--- config.mk ---
export PLATFORM = sky130hd
export DESIGN_NAME = hazard_ctrl_unit
export DESIGN_NICKNAME = d
export VERILOG_FILES = /design/src/rtl/hazard_ctrl_unit.sv
export SDC_FILE = /design/constraint.sdc
export NUM_CORES = 1
export LEC_CHECK = 0
export CORE_UTILIZATION = 36
export DETAILED_ROUTE_END_ITERATION = 7
export HOLD_SLACK_MARGIN = 0.02
export PLACE_DENSITY = 0.88
export SLEW_MARGIN = 20
export SYNTH_ARGS = -nofsm -noshare
export SYNTH_HDL_FRONTEND = slang
export SYNTH_SLANG_ARGS = --single-unit
--- constraint.sdc ---
create_clock -name clk -period 1.9 [get_ports clk]
set_input_delay 0.38 -clock clk [delete_from_list [all_inputs] [get_ports clk]]
set_output_delay 0.38 -clock clk [all_outputs]
set_load 0.02 [all_outputs]
--- src/rtl/hazard_ctrl_unit.sv ---
// Pipeline hazard controller: load-use stall (LU_STALL bubbles), data-memory freeze with
// sticky timeout, branch flush. Optional performance counters under `HAZARD_PERF_EN.
module hazard_ctrl_unit #(
    parameter int REG_W        = 5,
    parameter int LU_STALL     = 1,
    parameter int MEM_WAIT_MAX = 15,
    parameter int PERF_W       = 32
) (
    input  logic              clk,
    input  logic              rst_n,
    input  logic [REG_W-1:0]  rs1_id,
    input  logic [REG_W-1:0]  rs2_id,
    input  logic              rs1_used_id,
    input  logic              rs2_used_id,
    input  logic              mem_read_ex,
    input  logic [REG_W-1:0]  rd_ex,
    input  logic              branch_taken,
    input  logic              dmem_busy,
    output logic              pc_write_enable,
    output logic              if_id_write_enable,
    output logic              id_ex_write_enable,
    output logic              ex_mem_write_enable,
    output logic              if_id_flush,
    output logic              id_ex_flush,
    output logic              ex_mem_flush,
    output logic              mem_wb_flush,
    output logic              stall_active,
    output logic              mem_timeout,
    input  logic              perf_clear,
    output logic [PERF_W-1:0] perf_stall_cnt,
    output logic [PERF_W-1:0] perf_flush_cnt,
    output logic [1:0]        state_dbg
);

    typedef enum logic [1:0] {RUN = 2'd0, LU_HOLD = 2'd1, MEM_WAIT = 2'd2} state_t;

    localparam logic [1:0] LU_CNT_INIT  = 2'(LU_STALL - 1);
    localparam logic [7:0] WAIT_MAX_C   = 8'(MEM_WAIT_MAX);

    state_t     state_q, state_d, ret_q, ret_d, eff_state;
    logic [1:0] lu_cnt_q, lu_cnt_d;
    logic [7:0] wait_cnt_q, wait_cnt_d;
    logic       timeout_q, timeout_d;
    logic       lu_hazard, branch_flush;

    assign state_dbg   = state_q;
    assign mem_timeout = timeout_q;

    always_comb begin
        lu_hazard = mem_read_ex && (rd_ex != '0) &&
                    ((rs1_used_id && (rd_ex == rs1_id)) || (rs2_used_id && (rd_ex == rs2_id)));
        // Leaving MEM_WAIT behaves exactly like the state that was frozen, in the same cycle.
        eff_state = (state_q == MEM_WAIT) ? ret_q : state_q;

        state_d             = state_q;
        ret_d               = ret_q;
        lu_cnt_d            = lu_cnt_q;
        wait_cnt_d          = '0;
        timeout_d           = timeout_q;
        branch_flush        = 1'b0;
        pc_write_enable     = 1'b1;
        if_id_write_enable  = 1'b1;
        id_ex_write_enable  = 1'b1;
        ex_mem_write_enable = 1'b1;
        if_id_flush         = 1'b0;
        id_ex_flush         = 1'b0;
        ex_mem_flush        = 1'b0;
        mem_wb_flush        = 1'b0;
        stall_active        = 1'b0;

        if (dmem_busy) begin
            pc_write_enable     = 1'b0;
            if_id_write_enable  = 1'b0;
            id_ex_write_enable  = 1'b0;
            ex_mem_write_enable = 1'b0;
            mem_wb_flush        = 1'b1;
            stall_active        = 1'b1;
            state_d             = MEM_WAIT;
            ret_d               = eff_state;
            wait_cnt_d          = (wait_cnt_q == 8'hFF) ? wait_cnt_q : wait_cnt_q + 8'd1;
            if (wait_cnt_d >= WAIT_MAX_C) timeout_d = 1'b1;
        end else if (branch_taken) begin
            if_id_flush  = 1'b1;
            id_ex_flush  = 1'b1;
            ex_mem_flush = 1'b1;
            branch_flush = 1'b1;
            state_d      = RUN;
            lu_cnt_d     = '0;
        end else if (eff_state == LU_HOLD) begin
            pc_write_enable    = 1'b0;
            if_id_write_enable = 1'b0;
            id_ex_flush        = 1'b1;
            stall_active       = 1'b1;
            if (lu_cnt_q <= 2'd1) begin
                state_d  = RUN;
                lu_cnt_d = '0;
            end else begin
                state_d  = LU_HOLD;
                lu_cnt_d = lu_cnt_q - 2'd1;
            end
        end else begin
            state_d = RUN;
            if (lu_hazard) begin
                pc_write_enable    = 1'b0;
                if_id_write_enable = 1'b0;
                id_ex_flush        = 1'b1;
                stall_active       = 1'b1;
                if (LU_STALL > 1) begin
                    state_d  = LU_HOLD;
                    lu_cnt_d = LU_CNT_INIT;
                end
            end
        end

        // Held in reset: freeze every register and squash every stage.
        if (!rst_n) begin
            pc_write_enable     = 1'b0;
            if_id_write_enable  = 1'b0;
            id_ex_write_enable  = 1'b0;
            ex_mem_write_enable = 1'b0;
            if_id_flush         = 1'b1;
            id_ex_flush         = 1'b1;
            ex_mem_flush        = 1'b1;
            mem_wb_flush        = 1'b1;
            stall_active        = 1'b0;
        end
    end

    always_ff @(posedge clk or negedge rst_n) begin
        if (!rst_n) begin
            state_q    <= RUN;
            ret_q      <= RUN;
            lu_cnt_q   <= '0;
            wait_cnt_q <= '0;
            timeout_q  <= 1'b0;
        end else begin
            state_q    <= state_d;
            ret_q      <= ret_d;
            lu_cnt_q   <= lu_cnt_d;
            wait_cnt_q <= wait_cnt_d;
            timeout_q  <= timeout_d;
        end
    end

`ifdef HAZARD_PERF_EN
    logic [PERF_W-1:0] stall_cnt_q, flush_cnt_q;

    always_ff @(posedge clk or negedge rst_n) begin
        if (!rst_n) begin
            stall_cnt_q <= '0;
            flush_cnt_q <= '0;
        end else if (perf_clear) begin
            stall_cnt_q <= '0;
            flush_cnt_q <= '0;
        end else begin
            if (stall_active && (stall_cnt_q != '1)) stall_cnt_q <= stall_cnt_q + 1'b1;
            if (branch_flush && (flush_cnt_q != '1)) flush_cnt_q <= flush_cnt_q + 1'b1;
        end
    end

    assign perf_stall_cnt = stall_cnt_q;
    assign perf_flush_cnt = flush_cnt_q;
`else
    logic unused_perf;
    assign unused_perf    = perf_clear ^ branch_flush;
    assign perf_stall_cnt = '0;
    assign perf_flush_cnt = '0;
`endif

endmodule

Word level (Yosys, flattened, before mapping)
Cells that the tools add are included.
{"block": "classes", "add_sub_neg": 2, "magnitude_cmp": 2, "eq_ne": 5, "n_mux": 30, "n_bitwise": 1, "n_reduce_logical": 9}
{"op": "$mux W1", "count": 21}
{"op": "$mux W8", "count": 2}
{"op": "$mux W2", "count": 7}
{"op": "$eq A5 B5 Y1", "count": 2}
{"op": "$add A8 B1 Y8 const B", "count": 1}
{"op": "$eq A8 B8 Y1 const B", "count": 1}
{"op": "$ge A8 B4 Y1 const B", "count": 1}
{"op": "$reduce_bool A5 Y1", "count": 1}
{"op": "$logic_and A1 B1 Y1", "count": 4}
{"op": "$reduce_and A2 Y1", "count": 2}
{"op": "$eq A2 B1 Y1 const B", "count": 1}
{"op": "$eq A2 B2 Y1 const B", "count": 1}
{"op": "$le A2 B1 Y1 const B", "count": 1}
{"op": "$reduce_bool A2 Y1", "count": 1}
{"op": "$sub A2 B1 Y2 const B", "count": 1}
{"op": "$logic_or A1 B1 Y1", "count": 1}
{"op": "$not A1 Y1", "count": 1}
{"block": "word_totals", "ff_bits": 15, "input_bits": 23, "out_inout_bits": 76, "elab_cells": 54}

Longest topological paths before layout
Gate-level depths: netlist of run 1.
{"block": "depth", "ltp_word": 9, "mapped_depth": 6, "ltp_nobuf": 5}

Least setup slack after synthesis of run 1
Ideal clock, no wire load.
{"block": "synth_path", "path_type": "register to output", "start": "register state_q[0], in the netlist state_dbg[0]", "end": "output pc_write_enable", "arrival_time_ps": 1606, "slack_ps": -86, "path_stages_with_launch": 6, "n_path_buf": 1, "cell_sequence": "dfrtp_1 > and4bb_2 > a21oi_1 > or2_2 > o311a_1 > buf_4"}
{"block": "synth_via", "elab_chain_cells": 7}
{"element": "from (decl)", "line": "40", "text": "state_t state_q, state_d, ret_q, ret_d, eff_state;"}
{"element": "from (signal assigned)", "line": "137", "text": "state_q <= state_d;"}
{"element": "$eq A2 B2 Y1", "line": "53", "text": "eff_state = (state_q == MEM_WAIT) ? ret_q : state_q;"}
{"element": "$mux W2 (*)", "line": "53"}
{"element": "$eq A2 B1 Y1 (*)", "line": "89", "text": "end else if (eff_state == LU_HOLD) begin"}
{"element": "$mux W1 (*) (4 in series)"}
{"element": "to (decl)", "line": "19", "text": "output logic pc_write_enable,"}
Mark *: on every way between the ends. The rest lies on a longest branch, timed or not.

Worst setup path after layout of run 1
{"block": "layout_path", "start": "input rs2_id[1]", "end": "output id_ex_flush"}
{"block": "layout_via", "elab_chain_cells": 9}
{"element": "from (decl)", "line": "12", "text": "input logic [REG_W-1:0] rs2_id,"}
{"element": "$eq A5 B5 Y1", "line": "51", "text": "((rs1_used_id && (rd_ex == rs1_id)) || (rs2_used_id && (rd_ex == rs2_id)));"}
{"element": "$logic_and A1 B1 Y1", "line": "51"}
{"element": "$logic_or A1 B1 Y1", "line": "51"}
{"element": "$logic_and A1 B1 Y1", "line": "50", "text": "lu_hazard = mem_read_ex && (rd_ex != '0) &&"}
{"element": "$mux W1", "line": "103", "text": "if (lu_hazard) begin"}
{"element": "$mux W1", "line": "89"}
{"element": "$mux W1", "line": "82", "text": "end else if (branch_taken) begin"}
{"element": "$mux W1", "line": "71", "text": "if (dmem_busy) begin"}
{"element": "$mux W1", "line": "116", "text": "if (!rst_n) begin"}
{"element": "to (decl)", "line": "24", "text": "output logic id_ex_flush,"}
No other way between the ends.

==> reports/qor.yml, run 1 <==
status:
  status: "finished with violations"
  violations: "setup timing"
worst_setup_path:
  critPathKind: "in -> out"
  crit_required_ps: 1520
  slowest_stage: "clkdlybuf4s50_1"
  arrival_ps: 1690
  reg2reg_from: "wait_cnt_q[0]"
  reg2reg_to: "mem_timeout"
  r2r_cells: 4
  end_kind: "output port"
  crit_chain: "clkdlybuf4s50_1 > xnor2_1 > a32oi_2 > buf_4 > o31ai_4 > buf_6"
  startpoint_type: "input port"
  slowest_delay_ps: 470
  rrSetupSlack_ps: 200
  worstPathMaxFanout: 2
clock_tree:
  root_buffer: "clkbuf_8"
  cts.clk_slew.worst_paths_ps: 60
  cts_buffer_depth: 2
  cts_max_level: 1
  numCtsBuffers: 3
  clock_sinks: 15
  insertion_delay_ps: 250
  cts_tree: "built"
layout:
  multi_input_area_um2: 860
  fin_util_pct: 46.9
  syn_to_final_growth_pct: 21.9
  nFillCells: 364
  diodes: 0
  drive_gt1_share_pct: 26.3
  regArea_um2: 375
  final_cells: 261
  layout.nets: 238
placed_design:
  hpwl_mm: 2.20
  gp_congestion: 0.858
  dp.cells: 256
  io_buffers: 33
  pre_cts_ws_ps: -1010
timing:
  fin_ws_ps: -173
  slew_violations: 0
  finalHoldViolations: 0
  fin_crit_ps: 2070
  max_freq_ghz: 0.482
  setup_viol: 4
  rsz0062_at_grt: "true"
  fin_crit_sh_pct: 109
  tns_ps: -606
  finClkSkew_ps: 3.99
global_routing:
  grt_pass1_vias: 1008
  grt_max_degree: 16
  grt_pass1_wl_mm: 4.75
  grt_usage_pct: 14.6
  antenna_found_initial: 0
  overflow: 0
logic_synthesis:
  ys_seq_elements: 15
  yosys.area.top_type: "buf_4"
  async_reset_ff_share_pct: 100
  synth_ff_type: "dfrtp_1"
  synth.distinct_cells: 39
  ys_top_cells_by_area: "buf_4, dfrtp_1, xor2_1"
  synth_area_um2: 1440
  syn_inst: 169
  yosysTopAreaCellShare_pct: 35.4
  syn_area_per_cell_um2: 8.53
  synth_edf_count: 0
  synth_seq_area_share_pct: 26.0
  ys_warn_count: 0
pwr:
  p_leak_nw: 0.872
  p_per_area_nw_per_um2: 513
  peakVddDrop_mv: 0.180
detailed_routing:
  vias_per_cell: 4.43
  drt_iter0_drc: 41
  drc: 0
  wl_per_cell_um: 12.0
  antenna_left: 0
  vias: 1156
  dr.pass1.iters: 4
  wirelength_mm: 3.14
worst_hold_path:
  min_path_type: "in -> async"
floorplanning:
  rows: 22
  dieArea_um2: 4260
  fp.dieH_um: 65.3
  coreArea_um2: 3740
  die_w_um: 65.3
  start_util_pct: 38.5
  boundaryPins: 99
run:
  drv_cap: 0
[flip-flops by register name, summed over array words and instances (netlist names)]
register / cells
wait_cnt_q: 8
mem_timeout: 1
state_dbg: 2
ret_q: 2
lu_cnt_q: 2
[critical path, delay by kind of cell]
| kind | cells | cell delay [ps] |
|---|---|---|
| compound gates | 2 | 380 |
| xor+xnor | 1 | 130 |
| buf+inv | 3 | 800 |
[synthesized netlist by cell type, types with 2 or more instances]
library cell / number
o311a_1: 2
xor2_1: 10
nand3_1: 3
o21ai_0: 7
xnor2_1: 4
o31ai_1: 2
nor2_1: 5
inv_1: 5
a21o_1: 2
dfrtp_1: 15
clkbuf_1: 2
a21oi_1: 8
a41oi_1: 2
nand2_1: 8
nor2b_1: 2
buf_4: 68
or4_1: 2
[layout by cell type (no fill, tap or decap), types with 5 or more instances in the layout]
cell and instances:
clkdlybuf4s50_1 9, nor2_1 5, conb_1 64, dfrtp_1 15, buf_6 9, a21oi_1 7, buf_4 14, o21ai_0 6
nand2_1 8, buf_2 9, xor2_1 6
[how the worst max path moves through the flow]
stage / slack, ps / endpoint / depth (start not counted) / startpoint
finish: -170 / id_ex_flush / 6 / rs2_id[1]
global placement: -870 / if_id_write_enable / 6 / rd_ex[4]
CTS: -190 / pc_write_enable / 6 / rs2_id[2]
floorplan: -40 / pc_write_enable / 5 / rd_ex[4]
detailed placement: -1010 / pc_write_enable / 6 / rd_ex[4]
global route: -230 / stall_active / 6 / rs2_id[1]
[metrics by stage]
step	total power [mW]	area, µm²	hold WS, ps
6_report	0.901	1760	294
5_1_grt	0.942	1760	313
4_1_cts	0.884	1740	284
3_5_place_dp	0.622	1650	490
3_3_place_gp	0.618	1650	482
2_1_floorplan	0.620	1690	84.4
[final cells by class]
cell class	count	share of cell area (%)
Multi-Input combinational cell	140	48.9
Timing Repair Buffer	48	22.4
Sequential cell	15	21.4
Tap cell	48	3.42
Clock buffer	4	2.56
Inverter	6	1.28
[what timing repair did]
action | 4_1_cts | 5_1_grt
hold buffers | 0 | 0
setup buffers | 1 | 0
resized for setup | 100 | 18
endpoints found under the setup margin | 9 | 8
pin swaps | 12 | 8
[routing by layer]
layer / up-vias / GRT usage [%] / wire length, µm
met5: - / 0 / 0
met4: 0 / 11.1 / 103
met3: 12 / 2.26 / 146
met2: 57 / 25.1 / 1760
met1: 568 / 16.1 / 1130
li1: 519 / - / -
[cell families (layout without fill, tap and decap cells)]
logic type,Yosys count,count (layout),share of synthesized area [%]
buffers and inverters,77,58,37.8
and+or+nand+nor,31,31,12.5
AOI/OAI and AO/OA,29,29,13.3
DFF,15,15,26.0
xor gates and xnor gates,14,14,8.51
adders and majority gates,1,1,0.868
other,1,64,0.260
muxes,1,1,0.694
[report_power, final]
part           switching [mW]  internal (mW)
Clock                   0.110          0.149
Sequential            0.00775          0.326
Combinational           0.213         0.0951
Total                   0.331          0.570
No activity file was read; power rests on OpenSTA's default activity.
==> inputs of run 2 (changes only) <==
Clock period 1.9 ns to 2.09 ns, I/O delays scaled along.
==> run 2 against run 1 <==
The run still ends with setup timing left. Global-route usage decreased by 1.4 points. Utilization decreased by 1.3 points. First-iteration DRC count decreased by 49%. Critical path depth increased by 1. Via count decreased by 3.0%. Critical endpoint is now if_id_write_enable.
==> reports/qor.yml, run 2 (synthesis gave the netlist of run 1 again) <==
run:
  drv_cap: 0
worst_setup_path:
  crit_required_ps: 1670
  path_common_cell: "buf_6"
  crit_chain: "buf_8 > buf_6 > xor2_2 > nor4_2 > a32oi_2 > o311a_1 > buf_6"
  worstPathMaxFanout: 3
  startpoint_type: "input port"
  rrSetupSlack_ps: 410
  r2r_cells: 4
  slowest_stage: "o311a_1"
  arrival_ps: 1710
  reg2reg_from: "wait_cnt_q[0]"
  critPathKind: "in -> out"
  reg2reg_to: "mem_timeout"
  end_kind: "output port"
  slowest_delay_ps: 410
layout:
  drive_gt1_share_pct: 24.4
  syn_to_final_growth_pct: 18.4
  final_common_cell: "conb_1"
  diodes: 0
  final_cells: 261
  finalInstanceArea_um2: 1710
  layout_common_cells: "conb_1, dfrtp_1, buf_4, clkdlybuf4s50_1, clkbuf_2"
  largest_reg_flops: 8
  nFillCells: 364
  top_register: "wait_cnt_q"
  layout.nets: 238
detailed_routing:
  wirelength_mm: 2.92
  drt_iter0_drc: 21
  drc: 0
  vias_per_cell: 4.30
  antenna_left: 0
  dr.pass1.iters: 4
  wl_per_cell_um: 11.2
  vias: 1121
worst_hold_path:
  min_to: "ret_q[0]"
  min_from: "ret_q[0]"
  holdPathStages: 2
  min_path_type: "reg -> reg"
pwr:
  p_int_uw: 510
  p_per_area_nw_per_um2: 468
  swShare_pct: 36.1
  p_comb_share_pct: 32.9
  p_leak_nw: 0.882
  power_frac_seq_pct: 37.9
  netSwitchingPower_uw: 288
  clkPwrFrac_pct: 29.2
  peakVddDrop_mv: 0.298
timing:
  setup_viol: 4
  finalHoldViolations: 0
  max_freq_ghz: 0.469
  finClkSkew_ps: 4.57
  hold_ws_ps: 519
  fin_ws_ps: -41.2
  rsz0062_at_grt: "true"
  slew_violations: 0
  tns_ps: -138
  fin_crit_ps: 2130
  fin_crit_sh_pct: 102
clock_tree:
  clock_sinks: 15
  root_buffer: "clkbuf_8"
  insertion_delay_ps: 250
  cts_tree: "built"
  hold_buffers: 0
  cts.clk_slew.worst_paths_ps: 60
  cts_max_level: 1
  numCtsBuffers: 3
  post_cts_buffers: 0
  cts_buffer_depth: 2
floorplanning:
  fp.dieH_um: 65.3
  start_util_pct: 38.5
  rows: 22
  die_w_um: 65.3
  boundaryPins: 99
  dieArea_um2: 4260
  coreArea_um2: 3740
global_routing:
  antenna_found_initial: 0
  grt_pass1_vias: 991
  overflow: 0
  grt_max_degree: 16
  grt_usage_pct: 13.2
  grt_pass1_wl_mm: 4.35
status:
  violations: "setup timing"
  status: "finished with violations"
placed_design:
  hpwl_mm: 2.22
  dp.cells: 257
  gp_congestion: 0.884
  io_buffers: 33
  place_area_um2: 1660
[run 2: cell count changes in the layout (fill, tap and decap cells not counted), sizes merged]
cell           change
buf                -9
clkbuf             +5
clkdlybuf4s15      +2
clkinv             +1
dlygate4sd2        -1
dlymetal6s2s       +2
[run 2: area by class of cell]
class,instances,area [µm²],share of cell area (%)
clock inverter,1,5.00,0.293
sequential,15,375,22.0
tap,48,60.1,3.52
timing repair buffer,48,399,23.4
clock buffer,3,41.3,2.42
multi-input combinational,140,803,47.1
inverter,6,22.5,1.32
[run 2: worst max-delay path: cells and delay by family]
kind                      cells  cell delay, ps
AOI/OAI and AO/OA             2             520
buffers and inverters         3             360
xor gates and xnor gates      1             170
and+or+nand+nor               1             240
[run 2: how the worst max path moves through the flow]
stage	from	end	depth (start not counted)	slack [ps]
floorplan	state_dbg[0]	pc_write_enable	5	70
global route	rd_ex[2]	if_id_write_enable	7	-110
global placement	rd_ex[0]	if_id_write_enable	6	-760
CTS	rd_ex[2]	if_id_write_enable	7	-130
finish	rd_ex[2]	if_id_write_enable	7	-40
detailed placement	rd_ex[2]	if_id_write_enable	7	-780
[run 2: timing repair]
item,CTS,global route
resized for setup,70,23
pin swaps,11,12
endpoints found under the setup margin,9,7
[run 2: layer usage]
| metal | wire length (µm) | up-vias | track usage (%) |
|---|---|---|---|
| met1 | 1070 | 530 | 14.6 |
| met5 | 0 | - | 0 |
| met3 | 174 | 8 | 1.74 |
| met4 | 63 | 0 | 6.52 |
| met2 | 1610 | 59 | 24.6 |
| li1 | - | 524 | - |
[run 2: per-stage QoR]
stage          total power, mW  utilization, %  setup slack [ps]
3_5_place_dp             0.569            44.3              -775
5_1_grt                  0.836            45.6              -108
4_1_cts                  0.801            46.2              -129
3_3_place_gp             0.565            44.3              -763
6_report                 0.798            45.6             -41.2
2_1_floorplan            0.563               -              66.4
[run 2: power by group through the flow]
| stage | Clock, mW | Sequential (mW) | Combinational, mW |
|---|---|---|---|
| global placement | 0 | 0.307 | 0.258 |
| CTS | 0.238 | 0.302 | 0.260 |
| detailed placement | 0 | 0.308 | 0.261 |
| finish | 0.233 | 0.303 | 0.262 |
| floorplan | 0 | 0.308 | 0.255 |
| global route | 0.250 | 0.303 | 0.283 |
==> inputs of run 3 (changes only) <==
Clock period 2.09 ns to 2.05 ns, I/O delays scaled along.
==> run 3 against run 2 <==
The run still ends with setup timing left. Sequential share of layout area is 0.11 points lower. Hold slack worse by 5.6 ps. Clock power about the same. Final area grew 0.51%. Critical path depth is 2 lower. Setup slack got worse by 61 ps. Routed wire length down 2.5%. Non-clock buffer count unchanged. Critical path type unchanged. Largest cell class unchanged.
==> reports/qor.yml, run 3 (synthesis gave the netlist of run 1 again) <==
timing:
  max_freq_ghz: 0.465
  setup_viol: 4
  rsz0062_at_grt: "true"
  finalHoldViolations: 0
  hold_ws_ps: 513
  finClkSkew_ps: 2.21
  fin_crit_sh_pct: 105
  slew_violations: 0
  fin_ws_ps: -102
  fin_crit_ps: 2150
detailed_routing:
  wirelength_mm: 2.85
  dr.pass1.iters: 4
  drc: 0
  wl_per_cell_um: 10.9
  antenna_left: 0
  drt_iter0_drc: 17
  vias_per_cell: 4.17
  vias: 1088
run:
  drv_cap: 0
global_routing:
  grt_usage_pct: 13.5
  grt_pass1_wl_mm: 4.34
  grt_max_degree: 16
  grt_pass1_vias: 960
  antenna_found_initial: 0
  overflow: 0
worst_setup_path:
  crit_chain: "clkdlybuf4s50_1 > xnor2_1 > a32oi_2 > o311a_1 > buf_6"
  worstPathMaxFanout: 3
  crit_required_ps: 1640
  critPathKind: "in -> out"
  r2r_cells: 4
  reg2reg_from: "wait_cnt_q[0]"
  end_kind: "output port"
  slowest_stage: "clkdlybuf4s50_1"
  slowest_delay_ps: 470
  rrSetupSlack_ps: 390
  arrival_ps: 1740
  cp.depth: 5
  crit_buf_inv: 2
  reg2reg_to: "mem_timeout"
  startpoint_type: "input port"
  critPathTopFamily: "buffers and inverters"
  setup.worst_path.start: "rs2_id[1]"
  crit_end: "if_id_write_enable"
pwr:
  swShare_pct: 35.4
  peakVddDrop_mv: 0.223
  p_int_uw: 525
  finalPower_uw: 812
  p_per_area_nw_per_um2: 474
  power_frac_seq_pct: 38.0
  clkPwrFrac_pct: 28.9
  netSwitchingPower_uw: 287
  p_leak_nw: 0.872
  p_comb_share_pct: 33.1
floorplanning:
  start_util_pct: 38.5
  rows: 22
  die_w_um: 65.3
  coreArea_um2: 3740
  dieArea_um2: 4260
  boundaryPins: 99
  fp.dieH_um: 65.3
clock_tree:
  clock_sinks: 15
  insertion_delay_ps: 250
  cts.clk_slew.worst_paths_ps: 50
  cts_max_level: 1
  root_buffer: "clkbuf_8"
  cts_tree: "built"
  cts_buffer_depth: 2
  hold_buffers: 0
  numCtsBuffers: 3
  post_cts_buffers: 0
status:
  violations: "setup timing"
  status: "finished with violations"
placed_design:
  place_area_um2: 1660
  hpwl_mm: 2.25
  dp.cells: 257
  io_buffers: 33
  gp_congestion: 0.881
layout:
  finalInstanceArea_um2: 1720
  drive_gt1_share_pct: 23.0
  diodes: 0
  top_register: "wait_cnt_q"
  nFillCells: 361
  final_cells: 261
  layout.nets: 238
  largest_reg_flops: 8
  syn_to_final_growth_pct: 19.0
  layout_common_cells: "conb_1, dfrtp_1, buf_4, clkdlybuf4s50_1"
  final_common_cell: "conb_1"
worst_hold_path:
  min_path_type: "reg -> reg"
run 3: cell types whose count changed in the layout (fill, tap and decap cells not counted), sizes merged:
cell	previous run	this run
clkinv	2	1
clkdlybuf4s50	9	10
dlymetal6s2s	2	1
clkdlybuf4s15	4	6
clkbuf	12	11
run 3: cell type report:
cell class,instances,area [µm²],area share (%)
clock buffers,4,45.0,2.63
flip-flops and latches,15,375,21.9
multi-input cells,140,801,46.7
well taps,48,60.1,3.50
repair buffers,48,412,24.0
inverters,6,22.5,1.31
run 3: worst min-delay path, cell delays in order, from the launching register on:
cell	delay [ps]
dfrtp_1	340
o21ai_0	80
nand2_1	60
run 3: worst min path at each step:
stage          startpoint           to  depth (start not counted)
2_1_floorplan       rst_n  lu_cnt_q[0]                          0
3_3_place_gp     ret_q[0]     ret_q[0]                          2
3_5_place_dp     ret_q[0]     ret_q[0]                          2
4_1_cts          ret_q[0]     ret_q[0]                          2
5_1_grt          ret_q[0]     ret_q[0]                          2
6_report         ret_q[0]     ret_q[0]                          2
run 3: timing repair:
| action | in CTS | in global routing |
|---|---|---|
| pin swaps | 11 | 9 |
| hold endpoints to repair | 0 | 0 |
| setup endpoints to repair | 9 | 6 |
| resized for setup | 74 | 19 |
run 3: power groups by stage:
stage	combinational [mW]	clock, mW	sequential [mW]
2_1_floorplan	0.260	0	0.314
3_3_place_gp	0.263	0	0.313
3_5_place_dp	0.267	0	0.314
4_1_cts	0.265	0.241	0.308
5_1_grt	0.290	0.256	0.309
6_report	0.269	0.235	0.309
run 3: metrics by stage:
| stage | setup WS (ps) | utilization, % | TNS, ps |
|---|---|---|---|
| global route | -141 | 45.8 | -487 |
| floorplan | 34.4 | - | 0 |
| finish | -102 | 45.8 | -266 |
| detailed placement | -828 | 44.3 | -4870 |
| CTS | -166 | 46.1 | -409 |
| global placement | -787 | 44.3 | -4580 |
run 3: layer usage:
layer,vias to the layer above,global-route usage [%],routed length (µm)
met2,47,24.0,1540
met1,513,15.0,1120
met5,-,0,0
met3,4,2.95,140
li1,524,-,-
met4,0,7.07,45
